File: src/rtl/demux_scheduler.sv
// Sequencing controller for the 1-to-4 nibble demultiplexer: buffers one word,
// steers it round-robin to an enabled destination, and drops on no-target or stall.
module demux_scheduler #(
    parameter int unsigned WIDTH       = 4,
    parameter int unsigned STALL_LIMIT = 8
) (
    input  logic             clk,
    input  logic             reset,
    input  logic             InValid,
    input  logic [WIDTH-1:0] InData,
    output logic             InReady,
    input  logic [3:0]       DestMask,
    input  logic [3:0]       DestReady,
    output logic [1:0]       Select,
    output logic             Enable,
    output logic [WIDTH-1:0] MUX,
    output logic [7:0]       DropCount,
    output logic             Busy
);

    localparam int unsigned CNT_W = 8;
    localparam logic [CNT_W-1:0] STALL_LAST = CNT_W'(STALL_LIMIT - 1);
    localparam logic [7:0]       DROP_MAX   = 8'hFF;

    typedef enum logic {
        IDLE = 1'b0,
        SEND = 1'b1
    } state_e;

    state_e           state_q;
    logic [1:0]       ptr_q;
    logic [1:0]       select_q;
    logic             enable_q;
    logic             busy_q;
    logic [WIDTH-1:0] mux_q;
    logic [7:0]       drop_q;
    logic [CNT_W-1:0] stall_q;
    logic [1:0]       target_c;

    // First enabled destination at or after ptr; descending loop lets the nearest win.
    always_comb begin
        logic [1:0] idx;
        target_c = ptr_q;
        idx      = ptr_q;
        for (int k = 3; k >= 0; k--) begin
            idx = ptr_q + 2'(k);
            if (DestMask[idx]) begin
                target_c = idx;
            end
        end
    end

    assign InReady   = ~reset & (state_q == IDLE);
    assign Select    = select_q;
    assign Enable    = enable_q;
    assign MUX       = mux_q;
    assign DropCount = drop_q;
    assign Busy      = busy_q;

    always_ff @(posedge clk or posedge reset) begin
        if (reset) begin
            state_q  <= IDLE;
            ptr_q    <= 2'd0;
            select_q <= 2'd0;
            enable_q <= 1'b0;
            busy_q   <= 1'b0;
            mux_q    <= '0;
            drop_q   <= 8'd0;
            stall_q  <= '0;
        end else begin
            case (state_q)
                IDLE: begin
                    if (InValid) begin
                        if (DestMask != 4'd0) begin
                            mux_q    <= InData;
                            select_q <= target_c;
                            stall_q  <= '0;
                            enable_q <= 1'b1;
                            busy_q   <= 1'b1;
                            state_q  <= SEND;
                        end else if (drop_q != DROP_MAX) begin
                            drop_q <= drop_q + 8'd1;
                        end
                    end
                end
                SEND: begin
                    if (DestReady[select_q]) begin
                        ptr_q    <= select_q + 2'd1;
                        enable_q <= 1'b0;
                        busy_q   <= 1'b0;
                        state_q  <= IDLE;
                    end else if (stall_q == STALL_LAST) begin
                        if (drop_q != DROP_MAX) begin
                            drop_q <= drop_q + 8'd1;
                        end
                        ptr_q    <= select_q + 2'd1;
                        enable_q <= 1'b0;
                        busy_q   <= 1'b0;
                        state_q  <= IDLE;
                    end else begin
                        stall_q <= stall_q + CNT_W'(1);
                    end
                end
                default: begin
                    state_q  <= IDLE;
                    enable_q <= 1'b0;
                    busy_q   <= 1'b0;
                end
            endcase
        end
    end

endmodule

File: config.mk
export PLATFORM = sky130hd
export DESIGN_NAME = demux_scheduler
export DESIGN_NICKNAME = d
export VERILOG_FILES = /design/src/rtl/demux_scheduler.sv
export SDC_FILE = /design/constraint.sdc
export NUM_CORES = 1
export LEC_CHECK = 0
export CAP_MARGIN = 5
export CORE_MARGIN = 5
export CORE_UTILIZATION = 48
export DETAILED_ROUTE_END_ITERATION = 10
export GPL_ROUTABILITY_DRIVEN = 0
export PLACE_DENSITY = 0.83
export SLEW_MARGIN = 20
export SYNTH_ARGS = -nofsm -noshare
export SYNTH_HDL_FRONTEND = slang
export SYNTH_SLANG_ARGS = --single-unit
File: constraint.sdc
create_clock -name clk -period 2.63 [get_ports clk]
set_clock_uncertainty 0.2 [all_clocks]
set_input_delay 0.526 -clock clk [delete_from_list [all_inputs] [get_ports clk]]
set_output_delay 0.526 -clock clk [all_outputs]
set_load 0.02 [all_outputs]
==> flow_summary.json, run 1 <==
{
  "status": "completed",
  "cp_slowest_cell": "mux4_2",
  "die_x_um": 62.7,
  "cts_htree_levels": 1,
  "r2r_slack_ns": 0.32,
  "setup_slack_ns": 0.258,
  "cp_max_fo": 10,
  "grt_pass1_wl_mm": 5.44,
  "hold_viol": 0,
  "cp.depth": 5,
  "fmax_mhz": 422,
  "track_usage": 0.168,
  "clk_pin_slew_ns": 0.14,
  "endpoint": "stall_q[7]",
  "yosys.area.top_type": "dfrtp_1",
  "insertion_delay_ns": 0.33,
  "reg2reg_to": "stall_q[7]",
  "cts-resized-gates": 0,
  "dieArea_sq_um": 3940,
  "synth_area_leaders": "dfrtp_1, nand2_1, xnor2_1",
  "power_density_nw_per_um2": 879,
  "synthFlopType": "dfrtp_1",
  "start_util": 0.493,
  "drc": 0,
  "clockRootBuffer": "clkbuf_4",
  "syn_inst": 140,
  "coreArea_sq_um": 2710,
  "drive_gt1_frac": 0.0852,
  "area_growth_pct": 31.5,
  "rr_startpoint": "Select[0]",
  "drv_cap": 0,
  "synth_area_sq_um": 1340,
  "rsz0062_at_grt": "no",
  "numCtsBuffers": 3,
  "busiest_layer": "met2",
  "path_class": "input pin to flip-flop",
  "crit_chain": "clkdlybuf4s50_1 > mux4_2 > a211o_1 > buf_4 > o41ai_1",
  "firstDrtPassIters": 4,
  "worst-endpoint-arrival_ns": 2.38,
  "cts_hold_buf": 0,
  "power_uw": 1540,
  "worstMarginPinSlew_ns": 0.429,
  "diodes": 0,
  "wl_mm": 3.10,
  "grt_overflow_total": 0,
  "synth-edff-count": 0,
  "fin_crit_ns": 2.37,
  "crit_start": "DestReady[0]",
  "grt_pass1_vias": 1191,
  "synth.distinct_cells": 35,
  "tns_ns": 0,
  "antenna_found_initial": 0,
  "met1_usage": 0.206,
  "final_nets": 194,
  "grt_max_degree": 27,
  "worst_ep_required_time_ns": 2.63,
  "path_buf_inv": 2,
  "gr-usage-met2": 0.282,
  "dp_slack_ns": -0.00390,
  "fp.dieH_um": 62.7,
  "clock_path_buffers": 2,
  "yosys_warnings": 0,
  "async_reset_ff_frac": 1.00,
  "slew_headroom": 0.713,
  "drt-initial-drc-count": 54,
  "pin_count": 32,
  "finalCritPeriodShare": 0.902,
  "drv_slew": 0,
  "leakage_uw": 0.000783,
  "end_kind": "flip-flop",
  "critPathTopFamily": "compound AO/OA/AOI/OAI gates",
  "finalSetupViolCount": 0,
  "ys_seq_area_frac": 0.487,
  "synth_top_area_frac": 0.487,
  "synth-seq-cells": 26,
  "use_met3": 0.0486,
  "viasPerCell": 5.67,
  "hp-class": "flip-flop to flip-flop",
  "wire_per_inst_um": 15.0,
  "ant_nets": 0,
  "reg2reg_depth": 4,
  "syn_area_per_cell_sq_um": 9.54,
  "dp_hpwl_mm": 2.32,
  "dr_total_vias": 1174,
  "numClockSinks": 26,
  "io_buffers": 31,
  "syn_nets": 157,
  "cts_setup_buffers": 0,
  "ir_drop_mv": 0.614,
  "crit_path_start_kind": "input pin",
  "rows": 19,
  "fillers": 231,
  "slowest_delay_ns": 0.50,
  "cts_tree": "built"
}
-- placed cells by master (no fill, tap or decap) --
cell	n
o31ai_1	1
buf_4	6
nand3_1	5
a21oi_1	3
mux4_2	1
nor2b_1	5
inv_1	6
o41ai_1	1
and3_1	4
and4bb_2	1
o21ai_0	12
nand4_1	5
nor2_1	5
and2_1	1
nor4_1	1
a21o_1	2
clkbuf_4	3
nor3b_1	2
dfrtp_1	26
nor3_1	3
a2111oi_0	1
o22ai_1	1
bufinv_16	1
nand2_1	26
clkdlybuf4s50_1	31
mux2_2	1
or2_2	1
ha_1	2
nand2b_1	2
o311ai_1	1
mux2i_1	2
and2b_1	1
xnor2_1	8
or4_1	1
a211oi_2	1
xor2_1	2
a211o_1	1
-- layout make-up --
| type | count | area, sq um | area share |
|---|---|---|---|
| clock inverters | 1 | 30.0 | 0.0171 |
| well taps | 31 | 38.8 | 0.0221 |
| multi-input cells | 103 | 636 | 0.362 |
| repair buffers | 37 | 355 | 0.202 |
| inverters | 6 | 22.5 | 0.0128 |
| flip-flops and latches | 26 | 651 | 0.371 |
| clock buffers | 3 | 22.5 | 0.0128 |
-- per-stage QoR --
| stage | hold WS (ns) | utilization | cell area [sq um] | instances |
|---|---|---|---|---|
| 4_1_cts | 0.302 | 0.648 | 1760 | 207 |
| 2_1_floorplan | 0.273 | - | 1340 | 140 |
| 3_3_place_gp | 0.259 | 0.628 | 1700 | 203 |
| 5_1_grt | 0.345 | 0.648 | 1760 | 207 |
| 3_5_place_dp | 0.266 | 0.628 | 1700 | 203 |
| 6_report | 0.299 | 0.648 | 1760 | 207 |
-- synth_stat cells, types with 3 or more instances --
cell      number
and3_1         4
inv_1          6
clkbuf_1       3
nand4_1        5
a21oi_1        3
nand2_1       26
nand3_1        5
nor3_1         3
dfrtp_1       26
xnor2_1        8
nor2b_1        5
o21ai_0       12
nor2_1         5
-- where the power goes --
group	total (uW)	switching, uW	internal (uW)
logic	640	334	306
registers	629	124	505
clock network	274	120	154
total	1540	578	965
-- state kept, by name, indices dropped and copies added, names as in the netlist --
register and count:
Select 2, MUX 4, state_q 1, stall_q 8
ptr_q 2, DropCount 8, Busy 1
-- tightest hold or removal path, delay by kind of cell (launching register included) --
family           cells  cell delay [ns]
flip-flops           1             0.37
AND/OR/NAND/NOR      2             0.11
-- layer usage --
| metal | vias to the layer above | share of wire |
|---|---|---|
| met5 | - | 0 |
| met3 | 12 | 0.069 |
| li1 | 557 | - |
| met1 | 556 | 0.41 |
| met2 | 49 | 0.50 |
| met4 | 0 | 0.020 |
-- logic make-up (layout without fill, tap and decap cells) --
logic type,after synthesis,count (layout),synth area share
DFF,26,26,0.487
xor gates and xnor gates,10,10,0.0656
adders and majority gates,2,2,0.0187
muxes,4,4,0.0403
buffers and inverters,11,47,0.0365
and+or+nand+nor,63,63,0.238
AOI/OAI and AO/OA,24,24,0.113
-- worst min-delay path by stage --
stage,startpoint,to,slack [ns],depth (start not counted)
6_report,MUX[2],MUX[2],0.30,2
3_3_place_gp,MUX[3],MUX[3],0.26,2
4_1_cts,MUX[2],MUX[2],0.30,2
5_1_grt,MUX[1],MUX[1],0.34,2
3_5_place_dp,MUX[3],MUX[3],0.27,2
2_1_floorplan,ptr_q[0],ptr_q[0],0.27,2
Note: power is estimated with default switching activity, not from simulation.
==> run 2, diff against run 1 <==
CORE_UTILIZATION = 60   (was 48)
DONT_BUFFER_PORTS = 1   (was unset)
PLACE_DENSITY = 0.81   (was 0.83)
==> flow_summary.json, run 2 (synthesis gave the netlist of run 1 again) <==
{
  "cp_slowest_cell": "dfrtp_1",
  "register_area_sq_um": 651,
  "drt-initial-drc-count": 41,
  "rsz0062_at_grt": "no",
  "diodes": 0,
  "path_buf_inv": 0,
  "reg2reg_to": "DropCount[1]",
  "numCtsBuffers": 3,
  "min_from": "InData[1]",
  "power_uw": 1290,
  "coreArea_sq_um": 2170,
  "worstMarginPinSlew_ns": 0.574,
  "setup_slack_ns": 0.274,
  "dp_slack_ns": 0.302,
  "multi_input_area_sq_um": 636,
  "worst_ep_required_time_ns": 2.66,
  "cts_setup_buffers": 0,
  "hold_viol": 0,
  "power_density_nw_per_um2": 915,
  "drv_cap": 0,
  "drive_gt1_frac": 0.0839,
  "hp-class": "input pin to flip-flop",
  "cts-resized-gates": 0,
  "crit_chain": "ha_1 > and3_1 > and3_1 > a211oi_2 > mux2_2",
  "insertion_delay_ns": 0.32,
  "antenna_found_initial": 0,
  "fillers": 176,
  "area_growth_pct": 5.81,
  "r2r_slack_ns": 0.27,
  "fin_crit_ns": 2.36,
  "ir_drop_mv": 0.654,
  "grt_pass1_wl_mm": 4.51,
  "die_x_um": 57.2,
  "ant_nets": 0,
  "finalSetupViolCount": 0,
  "track_usage": 0.175,
  "cp_max_fo": 8,
  "pin_count": 32,
  "worstHoldEndpoint": "MUX[1]",
  "cts_hold_buf": 1,
  "finalCritPeriodShare": 0.896,
  "clock_path_buffers": 2,
  "final_nets": 161,
  "numClockSinks": 26,
  "grt_overflow_total": 0,
  "drc": 0,
  "viasPerCell": 5.90,
  "status": "completed",
  "dr_total_vias": 1009,
  "layout_common_cells": "dfrtp_1, nand2_1, o21ai_0",
  "fp.dieH_um": 57.2,
  "slowest_delay_ns": 0.51,
  "dieArea_sq_um": 3270,
  "crit_path_start_kind": "flip-flop",
  "leakage_uw": 0.000648,
  "start_util": 0.615,
  "tns_ns": 0,
  "firstDrtPassIters": 4,
  "clk_pin_slew_ns": 0.14,
  "rows": 17,
  "worst-endpoint-arrival_ns": 2.39,
  "rr_startpoint": "DropCount[0]",
  "io_buffers": 0,
  "cts_tree": "built",
  "clockRootBuffer": "clkbuf_4",
  "dp_hpwl_mm": 2.00,
  "grt_pass1_vias": 970,
  "wl_mm": 2.69,
  "critPathTopFamily": "flip-flops",
  "slew_headroom": 0.617,
  "drv_slew": 0,
  "cts_htree_levels": 1,
  "fmax_mhz": 424,
  "path_class": "flip-flop to flip-flop",
  "grt_max_degree": 27,
  "cpMostUsedCell": "and3_1",
  "reg2reg_depth": 5,
  "end_kind": "flip-flop",
  "wire_per_inst_um": 15.7,
  "whs_path_depth": 2
}
run 2: layout make-up:
cell class,instances,area share
inverters,6,0.0159
clock buffers,4,0.0257
well taps,28,0.0248
multi-input cells,103,0.450
flip-flops and latches,26,0.461
repair buffers,4,0.0230
run 2: worst max path at each step:
stage	start	to	slack [ns]	cells after the start
after detailed placement	DropCount[0]	DropCount[1]	0.30	5
after CTS	DropCount[0]	DropCount[1]	0.28	5
final	DropCount[0]	DropCount[1]	0.27	5
after floorplan	Select[0]	stall_q[7]	0.43	5
after global routing	DropCount[0]	DropCount[4]	0.17	6
after global placement	DropCount[0]	DropCount[1]	0.36	5
run 2: metrics by stage:
step                instances   util  hold slack [ns]  cell area, sq um
finish                    171  0.651           0.0951              1410
global placement          166  0.630            0.287              1370
CTS                       171  0.651           0.0914              1410
floorplan                 140      -            0.273              1340
detailed placement        166  0.630            0.295              1370
global route              171  0.651           0.0869              1410
run 2: power breakdown:
group          internal [uW]  leakage, uW  switching, uW
combinational            157     0.000286            215
clock                   84.7    0.0000210            120
sequential               504     0.000341            212
total                    746     0.000648            547
run 2: per-layer routing:
| metal | share of wire | GRT usage | vias to the layer above | routed length [um] |
|---|---|---|---|---|
| li1 | - | - | 489 | - |
| met2 | 0.47 | 0.274 | 38 | 1280 |
| met3 | 0.082 | 0.0362 | 4 | 221 |
| met5 | 0 | 0 | - | 0 |
| met4 | 0.015 | 0.0695 | 0 | 41 |
| met1 | 0.43 | 0.238 | 478 | 1150 |
==> run 3, diff against run 2 <==
PLACE_DENSITY = unset   (was 0.81)
PLACE_DENSITY_LB_ADDON = 0.08   (was unset)
==> flow_summary.json, run 3 (synthesis gave the netlist of run 1 again) <==
{
  "clk_pin_slew_ns": 0.14,
  "ir_drop_mv": 0.660,
  "io_buffers": 0,
  "crit_path_start_kind": "flip-flop",
  "worstMarginPinSlew_ns": 0.544,
  "viasPerCell": 5.89,
  "p_switching_uw": 542,
  "worst-endpoint-arrival_ns": 2.36,
  "area_growth_pct": 7.59,
  "cp_max_fo": 8,
  "rsz0062_at_grt": "no",
  "numClockSinks": 26,
  "drc": 0,
  "diodes": 0,
  "drv_slew": 0,
  "grt_max_degree": 27,
  "ant_nets": 0,
  "drive_gt1_frac": 0.0903,
  "wl_mm": 2.69,
  "cts_tree": "built",
  "dieArea_sq_um": 3270,
  "fmax_mhz": 429,
  "hold_viol": 0,
  "drv_cap": 0,
  "dp_slack_ns": 0.305,
  "setup_slack_ns": 0.299,
  "seqPwrFrac": 0.509,
  "layout_common_cells": "dfrtp_1, nand2_1, o21ai_0",
  "numCtsBuffers": 3,
  "status": "completed",
  "hp-class": "input pin to flip-flop",
  "insertion_delay_ns": 0.32,
  "leakage_uw": 0.000660,
  "finalInstanceArea_sq_um": 1440,
  "dpl_cell_area_sq_um": 1370,
  "cts_setup_buffers": 0,
  "coreArea_sq_um": 2170,
  "final_nets": 162,
  "finalCritPeriodShare": 0.886,
  "pin_count": 32,
  "start_util": 0.615,
  "clock_path_buffers": 2,
  "dp_hpwl_mm": 2.04,
  "slew_headroom": 0.637,
  "fin_crit_ns": 2.33,
  "p_comb_frac": 0.291,
  "tns_ns": 0,
  "cts-resized-gates": 0,
  "p_sw_frac": 0.397,
  "track_usage": 0.185,
  "antenna_found_initial": 0,
  "clockRootBuffer": "clkbuf_4",
  "dr_total_vias": 1013,
  "grt_pass1_vias": 1035,
  "finalSetupViolCount": 0,
  "die_x_um": 57.2,
  "clkPwrFrac": 0.199,
  "wire_per_inst_um": 15.6,
  "drt-initial-drc-count": 14,
  "fp.dieH_um": 57.2,
  "worst_ep_required_time_ns": 2.65,
  "power_uw": 1360,
  "grt_pass1_wl_mm": 4.72,
  "power_density_nw_per_um2": 950,
  "end_kind": "flip-flop",
  "firstDrtPassIters": 4,
  "grt_overflow_total": 0,
  "rows": 17,
  "p_int_uw": 823,
  "cts_htree_levels": 1,
  "path_class": "flip-flop to flip-flop",
  "fillers": 196
}
-- run 3: changes by cell type in the layout (fill, tap and decap cells not counted), sizes merged --
cell    before  now
buf          3    4
bufinv       0    1
clkbuf       4    3
-- run 3: timing repair --
item / CTS / global route
hold buffers: 1 / 0
endpoints found under the setup margin: 0 / 0
endpoints found under the hold margin: 26 / 0
-- run 3: critical path, stage by stage, from the launching register on --
cell      delay (ns)
dfrtp_1         0.51
ha_1            0.29
and3_1          0.17
and3_1          0.18
a211oi_2        0.49
mux2_2          0.39
-- run 3: path summary, 6_finish.rpt --
check / from / end / slack, ns / depth (start not counted)
max: DropCount[0] / DropCount[1] / 0.30 / 5
min: InData[3] / MUX[3] / 0.10 / 2
max reg2reg: DropCount[0] / DropCount[1] / 0.30 / 5
min reg2reg: stall_q[7] / stall_q[7] / 0.32 / 1
max in group asynchronous: reset / stall_q[7] / 1.51 / 3
min in group asynchronous: reset / stall_q[5] / 0.48 / 3
-- run 3: cell type report --
| type | count | area (sq um) | area share |
|---|---|---|---|
| sequential | 26 | 651 | 0.453 |
| multi-input combinational | 103 | 636 | 0.443 |
| timing repair buffer | 5 | 40.0 | 0.0279 |
| tap | 28 | 35.0 | 0.0244 |
| clock inverter | 1 | 30.0 | 0.0209 |
| clock buffer | 3 | 22.5 | 0.0157 |
| inverter | 6 | 22.5 | 0.0157 |
-- run 3: power by group through the flow --
stage	clock network, uW	registers (uW)	logic (uW)
2_1_floorplan	0	674	332
3_3_place_gp	0	699	384
3_5_place_dp	0	703	398
4_1_cts	275	697	400
5_1_grt	298	716	455
6_report	272	695	398
-- run 3: stage by stage --
| step | cells | util | hold WS (ns) |
|---|---|---|---|
| 2_1_floorplan | 140 | - | 0.273 |
| 3_3_place_gp | 167 | 0.633 | 0.290 |
| 3_5_place_dp | 167 | 0.633 | 0.296 |
| 4_1_cts | 172 | 0.662 | 0.0971 |
| 5_1_grt | 172 | 0.662 | 0.0829 |
| 6_report | 172 | 0.662 | 0.100 |
-- run 3: metal layers --
layer,GRT usage,wire [um],vias up
li1,-,-,495
met1,0.237,1140,471
met5,0,0,-
met3,0.0566,214,8
met2,0.284,1260,39
met4,0.0894,70,0
